## config.mk

```make
export PLATFORM = sky130hd
export DESIGN_NAME = triumphcore_sim_ctrl
export DESIGN_NICKNAME = d
export VERILOG_FILES = /design/src/rtl/triumphcore_sim_ctrl.sv
export SDC_FILE = /design/constraint.sdc
export NUM_CORES = 1
export LEC_CHECK = 0
export CAP_MARGIN = 15
export CELL_PAD_IN_SITES_DETAIL_PLACEMENT = 1
export CELL_PAD_IN_SITES_GLOBAL_PLACEMENT = 1
export CORE_AREA = 2 2 267 269
export DETAILED_ROUTE_END_ITERATION = 6
export DIE_AREA = 0 0 269 271
export GPL_TIMING_DRIVEN = 0
export MAX_ROUTING_LAYER = met4
export PLACE_DENSITY_LB_ADDON = 0.1
export SLEW_MARGIN = 5
export SYNTH_ARGS = -nofsm -noshare
export SYNTH_HDL_FRONTEND = slang
export SYNTH_SLANG_ARGS = --single-unit
```

## constraint.sdc

```tcl
create_clock -name clk_i -period 31.2 [get_ports clk_i]
set_clock_uncertainty 0.1 [all_clocks]
set_input_delay 3.12 -clock clk_i [delete_from_list [all_inputs] [get_ports clk_i]]
set_output_delay 3.12 -clock clk_i [all_outputs]
set_load 0.1 [all_outputs]
```

## src/rtl/triumphcore_sim_ctrl.sv

```systemverilog
// Simulation run/finish controller: counts cycles and retirements, keeps a ring
// of recent retired PCs and settles into PASS, FAIL or TIMEOUT for the bench.
module triumphcore_sim_ctrl #(
  parameter int unsigned     XLEN           = 32,
  parameter int unsigned     HIST_DEPTH     = 8,
  parameter int unsigned     TIMEOUT_CYCLES = 250,
  parameter int unsigned     STALL_LIMIT    = 64,
  parameter logic [XLEN-1:0] TOHOST_ADDR    = 32'h8000_1000
) (
  input  logic                          clk_i,
  input  logic                          rst_i,
  input  logic                          retire_valid_i,
  input  logic [XLEN-1:0]               retire_pc_i,
  input  logic                          dwrite_valid_i,
  input  logic [XLEN-1:0]               dwrite_addr_i,
  input  logic [XLEN-1:0]               dwrite_data_i,
  input  logic [$clog2(HIST_DEPTH)-1:0] hist_rd_idx_i,
  output logic [XLEN-1:0]               hist_rd_pc_o,
  output logic [$clog2(HIST_DEPTH):0]   hist_count_o,
  output logic [63:0]                   cycle_cnt_o,
  output logic [63:0]                   instret_o,
  output logic [1:0]                    state_o,
  output logic                          done_o,
  output logic                          pass_o,
  output logic [XLEN-1:0]               fail_code_o,
  output logic                          timeout_cause_o
);

  localparam int unsigned IDX_W = $clog2(HIST_DEPTH);
  localparam int unsigned CNT_W = IDX_W + 1;

  typedef enum logic [1:0] {
    ST_RUN     = 2'd0,
    ST_PASS    = 2'd1,
    ST_FAIL    = 2'd2,
    ST_TIMEOUT = 2'd3
  } state_e;

  state_e            state_q, state_d;
  logic [63:0]       cycle_q, cycle_d;
  logic [63:0]       instret_q, instret_d;
  logic [31:0]       stall_q, stall_d;
  logic [IDX_W-1:0]  wr_ptr_q, wr_ptr_d;
  logic [CNT_W-1:0]  hcount_q, hcount_d;
  logic [XLEN-1:0]   fail_code_q, fail_code_d;
  logic              cause_q, cause_d;
  logic [XLEN-1:0]   hist_q [HIST_DEPTH];

  logic              in_run;
  logic              tohost;
  logic              hist_we;
  logic [IDX_W-1:0]  rd_slot;

  assign in_run  = (state_q == ST_RUN);
  assign tohost  = dwrite_valid_i && (dwrite_addr_i == TOHOST_ADDR);
  assign hist_we = in_run && retire_valid_i;

  always_comb begin
    state_d     = state_q;
    cycle_d     = cycle_q;
    instret_d   = instret_q;
    stall_d     = stall_q;
    wr_ptr_d    = wr_ptr_q;
    hcount_d    = hcount_q;
    fail_code_d = fail_code_q;
    cause_d     = cause_q;

    if (in_run) begin
      cycle_d = cycle_q + 64'd1;
      if (retire_valid_i) begin
        instret_d = instret_q + 64'd1;
        stall_d   = '0;
        wr_ptr_d  = wr_ptr_q + IDX_W'(1);
        if (hcount_q != CNT_W'(HIST_DEPTH)) begin
          hcount_d = hcount_q + CNT_W'(1);
        end
      end else begin
        stall_d = stall_q + 32'd1;
      end

      // Even tohost values are not a verdict, so they fall through to the timeout checks.
      if (tohost && (dwrite_data_i == XLEN'(1))) begin
        state_d = ST_PASS;
      end else if (tohost && dwrite_data_i[0]) begin
        state_d     = ST_FAIL;
        fail_code_d = dwrite_data_i >> 1;
      end else if ((TIMEOUT_CYCLES != 0) &&
                   (cycle_q == (64'(TIMEOUT_CYCLES) - 64'd1))) begin
        state_d = ST_TIMEOUT;
        cause_d = 1'b0;
      end else if ((STALL_LIMIT != 0) && !retire_valid_i &&
                   (stall_q == (32'(STALL_LIMIT) - 32'd1))) begin
        state_d = ST_TIMEOUT;
        cause_d = 1'b1;
      end
    end
  end

  always_ff @(posedge clk_i or posedge rst_i) begin
    if (rst_i) begin
      state_q     <= ST_RUN;
      cycle_q     <= '0;
      instret_q   <= '0;
      stall_q     <= '0;
      wr_ptr_q    <= '0;
      hcount_q    <= '0;
      fail_code_q <= '0;
      cause_q     <= 1'b0;
    end else begin
      state_q     <= state_d;
      cycle_q     <= cycle_d;
      instret_q   <= instret_d;
      stall_q     <= stall_d;
      wr_ptr_q    <= wr_ptr_d;
      hcount_q    <= hcount_d;
      fail_code_q <= fail_code_d;
      cause_q     <= cause_d;
    end
  end

  always_ff @(posedge clk_i or posedge rst_i) begin
    if (rst_i) begin
      for (int unsigned i = 0; i < HIST_DEPTH; i++) begin
        hist_q[i] <= '0;
      end
    end else if (hist_we) begin
      hist_q[wr_ptr_q] <= retire_pc_i;
    end
  end

  // Power-of-two depth lets the pointer arithmetic wrap naturally.
  assign rd_slot      = wr_ptr_q - IDX_W'(1) - hist_rd_idx_i;
  assign hist_rd_pc_o = (CNT_W'(hist_rd_idx_i) < hcount_q) ? hist_q[rd_slot] : '0;

  assign hist_count_o    = hcount_q;
  assign cycle_cnt_o     = cycle_q;
  assign instret_o       = instret_q;
  assign state_o         = state_q;
  assign done_o          = !in_run;
  assign pass_o          = (state_q == ST_PASS);
  assign fail_code_o     = fail_code_q;
  assign timeout_cause_o = cause_q;

endmodule

```

==> results of run 1 <==
-- cells by family (layout without fill, tap and decap cells) --
family | count (synthesis) | count (layout)
xor+xnor | 153 | 153
simple gates | 474 | 474
compound gates | 66 | 66
buf+inv | 94 | 503
flops | 457 | 457
other cells | 1 | 5
fa+ha+maj | 11 | 11
mux | 354 | 354
-- Yosys cell counts, types with 21 or more instances --
master / instances / area, um^2
dfrtp_1: 457 / 11400
mux2_2: 290 / 3270
nand2_1: 137 / 514
xnor2_1: 87 / 762
nor2_1: 68 / 255
xor2_1: 66 / 578
mux4_2: 64 / 1440
nand3_1: 64 / 320
nand4_1: 48 / 300
a21oi_1: 44 / 220
nor4_1: 38 / 238
clkbuf_1: 34 / 128
nor3_1: 34 / 170
inv_1: 25 / 93.8
buf_1: 24 / 90.1
and3_1: 21 / 131
-- metal layers --
layer  routed length (um)  up-vias  global-route usage, %  share of wire (%)
met5                    0        -                      -                  0
met4                 1330        0                   4.20                2.2
met3                 2550       83                   3.16                4.2
met2                29900      248                   28.6                 49
met1                26800     7524                   22.5                 44
li1                     -     6542                      -                  -
-- layout make-up --
type | instances | area (um^2)
fill | 7374 | 42600
sequential | 457 | 11400
multi-input combinational | 1059 | 9040
timing repair buffer | 307 | 3140
clock buffer | 81 | 1660
tap | 940 | 1180
clock inverter | 21 | 363
buffer | 69 | 278
inverter | 25 | 101
antenna | 4 | 10.0
-- stage by stage --
stage	hold WS [ps]	total power (W)	setup WS, ps
3_5_place_dp	373	0.00220	20350
5_1_grt	408	0.00303	20150
4_1_cts	387	0.00292	20340
6_report	383	0.00288	20410
2_1_floorplan	367	0.00185	15240
3_3_place_gp	368	0.00217	8850
-- path summary, 6_finish.rpt --
check / slack, ps / cells past startpoint / end
setup / recovery: 20410 / 10 / hist_rd_pc_o[14]
hold / removal: 380 / 1 / instret_o[42]$_DFFE_PP0P_
hold reg to reg: 380 / 1 / instret_o[42]$_DFFE_PP0P_
max in group asynchronous: 26670 / 4 / hist_q[117]$_DFFE_PP0P_
min in group asynchronous: 2940 / 2 / cycle_cnt_o[59]$_DFFE_PP0N_
setup reg to reg: 28330 / 6 / cycle_cnt_o[37]$_DFFE_PP0N_
-- sequential cells by signal (all words and copies together), names as in the netlist --
name	count
timeout_cause_o	1
hist_q	256
wr_ptr_q	3
hist_count_o	4
cycle_cnt_o	64
state_o	2
fail_code_o	31
instret_o	64
stall_q	32
-- worst register-to-register path: cells and delay by family (launching register included) --
kind | cells | cell delay, ps
flops | 1 | 500
xor+xnor | 1 | 170
simple gates | 5 | 2030
-- report_power, final --
group / leakage, nW / switching [W] / internal, W
logic: 4.55 / 0.000831 / 0.000476
registers: 5.82 / 0.0000918 / 0.000771
clock network: 0.996 / 0.000265 / 0.000442
==> impl_metrics.tcl, run 1 <==
set metrics [dict create \
    status "completed" \
    final_area_mm2 0.0272 \
    core_area_mm2 0.0698 \
    synth_mux_area_share_pct 22.6 \
    power.leakage_nw 11.4 \
    dr.pass1.iters 4 \
    yosysUniqueCellTypes 44 \
    cts_resized 0 \
    worst-endpoint-required_ps 27980 \
    cp-end-kind "primary output" \
    critPathSlowestCell "clkdlybuf4s50_1" \
    final_common_cell "dfrtp_1" \
    dpl-instance-area_mm2 0.0252 \
    grt_use_total_pct 17.5 \
    setup_tns_ps 0 \
    die_w_um 269 \
    worst_pin_slew_ps 1130 \
    start_util_pct 29.9 \
    synth_compound_area_share_pct 1.64 \
    synth_top_family_by_area "multiplexers" \
    cp_num_buf_inv 5 \
    p_per_area_mw_per_mm2 106 \
    place_inst 2856 \
    cts_setup_buffers 0 \
    row_count 97 \
    arrival_ps 7570 \
    place.gp.congestion 0.747 \
    yosys_warnings 0 \
    root_buffer "clkbuf_16" \
    numCtsBuffers 56 \
    critPathLaunchType "input pin" \
    wl_per_cell_um 20.4 \
    ios 304 \
    clock_path_buffers 3 \
    insertion_delay_ps 610 \
    io_buffer_count 302 \
    htreeDepth 2 \
    drc 0 \
    syn_inst 1610 \
    synthSimpleGateAreaFrac_pct 12.0 \
    ys_seq_area_share_pct 54.9 \
    routed_wirelength_mm 60.6 \
    ir_worst_vdd_mv 0.123 \
    crit_type "in -> out" \
    period_share_pct 34.6 \
    grt_max_degree 109 \
    synth_edf_count 0 \
    setup_viol 0 \
    maxCapViolCount 0 \
    cts_tree "yes" \
    stdcell_count 2963 \
    syn_area_per_cell_um2 12.9 \
    area_growth_pct 30.5 \
    drt_iter0_drc 616 \
    cts.clk_slew.worst_paths_ps 60 \
    cpLargestDelayFamily "buffers and inverters" \
    drv_slew 0 \
    min_path_type "reg -> reg" \
    async_reset_ff_share_pct 100 \
    vias 14400 \
    slew_headroom_pct 24.2 \
    cp_slowest_stage_delay_ps 1190 \
    antenna_found_initial 4 \
    grt_pass1_vias 15900 \
    cp_max_fo 10 \
    grt.overflow.total 0 \
    worstHoldStart "instret_o[42]$_DFFE_PP0P_" \
    cts_num_sinks 457 \
    fp.dieArea_mm2 0.0729 \
    period_needed_ps 10790 \
    die_h_um 271 \
    synth_fa_ha_area_share_pct 0.696 \
    final_cell_mix "dfrtp_1, clkdlybuf4s50_1, mux2_2, nand2_1, xnor2_1" \
    finalHoldViolCount 0 \
    fin_nets 2089 \
    drive_gt1_share_pct 23.7 \
    hpwl_mm 41.6 \
    fmax_ghz 0.0927 \
    ys_ff_latch 457 \
    synth_fp_nets 1724 \
    post-route-util_pct 39.0 \
    viasPerCell 4.86 \
    synth_xor_area_share_pct 6.43 \
    rsz0062_at_grt "false" \
    cts_hold_buf 0 \
    reg2reg_from "state_o[1]$_DFFE_PP0P_" \
    crit_chain "clkdlybuf4s50_1 -> inv_1 -> ha_1 -> fa_1 -> clkbuf_1 -> clkbuf_1 -> mux4_2 -> nand2_1 -> a21oi_1 -> clkdlybuf4s50_1" \
    ant_nets 0 \
    synth_flop_cell "dfrtp_1" \
    syn_area_mm2 0.0208 \
    grt_pass1_wl_mm 96.6 \
    critPathLaunch "hist_rd_idx_i[0]" \
]
(Power assumes the default switching activity.)
==> run 2, diff against run 1 <==
Clock period 31.2 ns to 9.8 ns, I/O delays scaled along.
==> run 2 against run 1 <==
Compared with the run above: combinational power rose to 3.2 times the previous value; clock power rose to 3.0 times the previous value; first-iteration DRC count down 16%; critical path type unchanged; largest power group unchanged; setup slack got worse by 17000 ps; non-clock buffer count grew 12; sequential share of layout area is 0.073 points lower; largest cell class unchanged; total power grew to 3.1 times the previous value; count of clock-buffer cells in the layout is 2 higher; worst hold slack got worse by 8.3 ps; global-route usage is 0.22 points higher.
==> impl_metrics.tcl, run 2 (synthesis gave the netlist of run 1 again) <==
set metrics [dict create \
    status "completed" \
    routed_wirelength_mm 61.5 \
    p_per_area_mw_per_mm2 332 \
    grt_max_degree 40 \
    crit_cells 10 \
    htreeDepth 2 \
    r2r_slack_ps 6830 \
    cts_resized 0 \
    critPathLaunch "hist_rd_idx_i[0]" \
    fin_nets 2101 \
    numCtsBuffers 56 \
    grt_pass1_wl_mm 97.4 \
    cp_max_fo 10 \
    slew_headroom_pct 21.9 \
    grt.overflow.total 0 \
    cp_num_buf_inv 5 \
    cpLargestDelayFamily "buffers and inverters" \
    nFillCells 7343 \
    largest_reg_flops 256 \
    setup_viol 0 \
    final_common_cell "dfrtp_1" \
    crit_type "in -> out" \
    arrival_ps 5570 \
    root_buffer "clkbuf_16" \
    place_inst 2866 \
    vias 14300 \
    cts_tree "yes" \
    maxCapViolCount 0 \
    stdcell_count 2974 \
    start_util_pct 29.9 \
    place.gp.congestion 0.747 \
    cts_hold_buf 0 \
    row_count 97 \
    antenna_found_initial 4 \
    hpwl_mm 42.9 \
    critPathSlowestCell "clkdlybuf4s50_1" \
    dr.pass1.iters 6 \
    final_cell_mix "dfrtp_1, clkdlybuf4s50_1, mux2_2, nand2_1, xnor2_1" \
    worst-endpoint-required_ps 8720 \
    final_area_mm2 0.0272 \
    regArea_mm2 0.0114 \
    die_h_um 271 \
    rr_worst_depth 7 \
    grt_use_total_pct 17.7 \
    finalHoldViolCount 0 \
    period_needed_ps 6650 \
    worstSetupEndpoint "hist_rd_pc_o[30]" \
    cp_slowest_stage_delay_ps 1200 \
    cts_num_sinks 457 \
    fp.dieArea_mm2 0.0729 \
    dpl-instance-area_mm2 0.0253 \
    multi_input_area_mm2 0.00904 \
    drive_gt1_share_pct 23.9 \
    viasPerCell 4.82 \
    worst_pin_slew_ps 1170 \
    reg2reg_from "state_o[1]$_DFFE_PP0P_" \
    ios 304 \
    wl_per_cell_um 20.7 \
    ir_worst_vdd_mv 0.365 \
    regMostFlops "hist_q" \
    io_buffer_count 302 \
    period_share_pct 67.9 \
    fmax_ghz 0.150 \
    clock_path_buffers 3 \
    min_path_type "reg -> reg" \
    cp-end-kind "primary output" \
    die_w_um 269 \
    drt_iter0_drc 516 \
    drv_slew 0 \
    critPathLaunchType "input pin" \
    rsz0062_at_grt "false" \
    crit_chain "clkdlybuf4s50_1 -> inv_1 -> ha_1 -> fa_1 -> clkbuf_1 -> clkbuf_1 -> mux4_2 -> nand2_1 -> a21oi_1 -> clkdlybuf4s50_1" \
    area_growth_pct 30.7 \
    insertion_delay_ps 630 \
    core_area_mm2 0.0698 \
    power.leakage_nw 11.4 \
    drc 0 \
    cts.clk_slew.worst_paths_ps 60 \
    ant_nets 0 \
    r2r-end "stall_q[31]$_DFFE_PP0N_" \
    cts_setup_buffers 0 \
    grt_pass1_vias 16100 \
]
[run 2: cell count changes in the layout (fill, tap and decap cells not counted), sizes merged]
cell      previous run  this run
bufinv               9         4
clkbuf             115       117
clkinv               9        13
inv                 27        24
buf                 40        52
clkinvlp             1         2
[run 2: layout make-up]
type / count / area share [%]
repair buffers: 319 / 12.3
clock buffers: 83 / 6.03
multi-input cells: 1059 / 33.2
well taps: 940 / 4.32
flip-flops and latches: 457 / 42.0
inverters: 25 / 0.358
plain buffers: 69 / 1.02
clock inverters: 18 / 0.831
diodes: 4 / 0.0367
[run 2: worst min-delay path by stage]
| stage | from | to | slack [ps] | cells after the start |
|---|---|---|---|---|
| 5_1_grt | instret_o[63]$_DFFE_PP0P_ | instret_o[63]$_DFFE_PP0P_ | 390 | 1 |
| 6_report | instret_o[63]$_DFFE_PP0P_ | instret_o[63]$_DFFE_PP0P_ | 370 | 1 |
| 4_1_cts | instret_o[63]$_DFFE_PP0P_ | instret_o[63]$_DFFE_PP0P_ | 380 | 1 |
| 2_1_floorplan | stall_q[4]$_DFFE_PP0N_ | stall_q[4]$_DFFE_PP0N_ | 370 | 1 |
| 3_5_place_dp | instret_o[63]$_DFFE_PP0P_ | instret_o[63]$_DFFE_PP0P_ | 360 | 1 |
| 3_3_place_gp | instret_o[63]$_DFFE_PP0P_ | instret_o[63]$_DFFE_PP0P_ | 360 | 1 |
[run 2: where the power goes]
part	switching [W]	internal [W]	leakage, nW
combinational	0.00265	0.00153	4.64
clock	0.000845	0.00126	0.923
sequential	0.000296	0.00246	5.82
[run 2: stage by stage]
step	setup TNS, ps	utilization [%]	setup WS [ps]	power (W)	hold WS, ps
finish	0	39.0	3150	0.00904	374
global route	0	39.0	2980	0.00953	386
CTS	0	39.0	3160	0.00919	378
detailed placement	0	36.3	3170	0.00702	360
global placement	-420990	35.9	-1010	0.00693	359
floorplan	0	-	2540	0.00588	367
[run 2: worst register-to-register path, stage by stage (launching register included)]
cell     delay (ps)
dfrtp_1         510
nor2_1          280
inv_1           210
nor4_2          770
nand3_1         390
nor3_1          360
xnor2_1         160
nor2_1           50
[run 2: layer usage]
layer,up-vias,wire (um),track usage [%]
met4,0,1350,4.61
met1,7428,27300,22.6
met3,77,2840,3.49
met2,252,30100,28.8
li1,6568,-,-
met5,-,0,-
==> run 3, diff against run 2 <==
Clock period 9.8 ns to 6.25 ns, I/O delays scaled along.
==> results of run 3 <==
Same layout as run 2 (identical final DEF). Status: completed.
Main changes from that run: setup slack after placement 3170 ps -> 333 ps; setup slack after layout 3150 ps -> 310 ps; hold slack 374 ps -> 295 ps; register-to-register setup slack 6830 ps -> 3280 ps; total power 0.00904 W -> 0.0142 W; worst IR drop on VDD 0.365 mV -> 0.572 mV
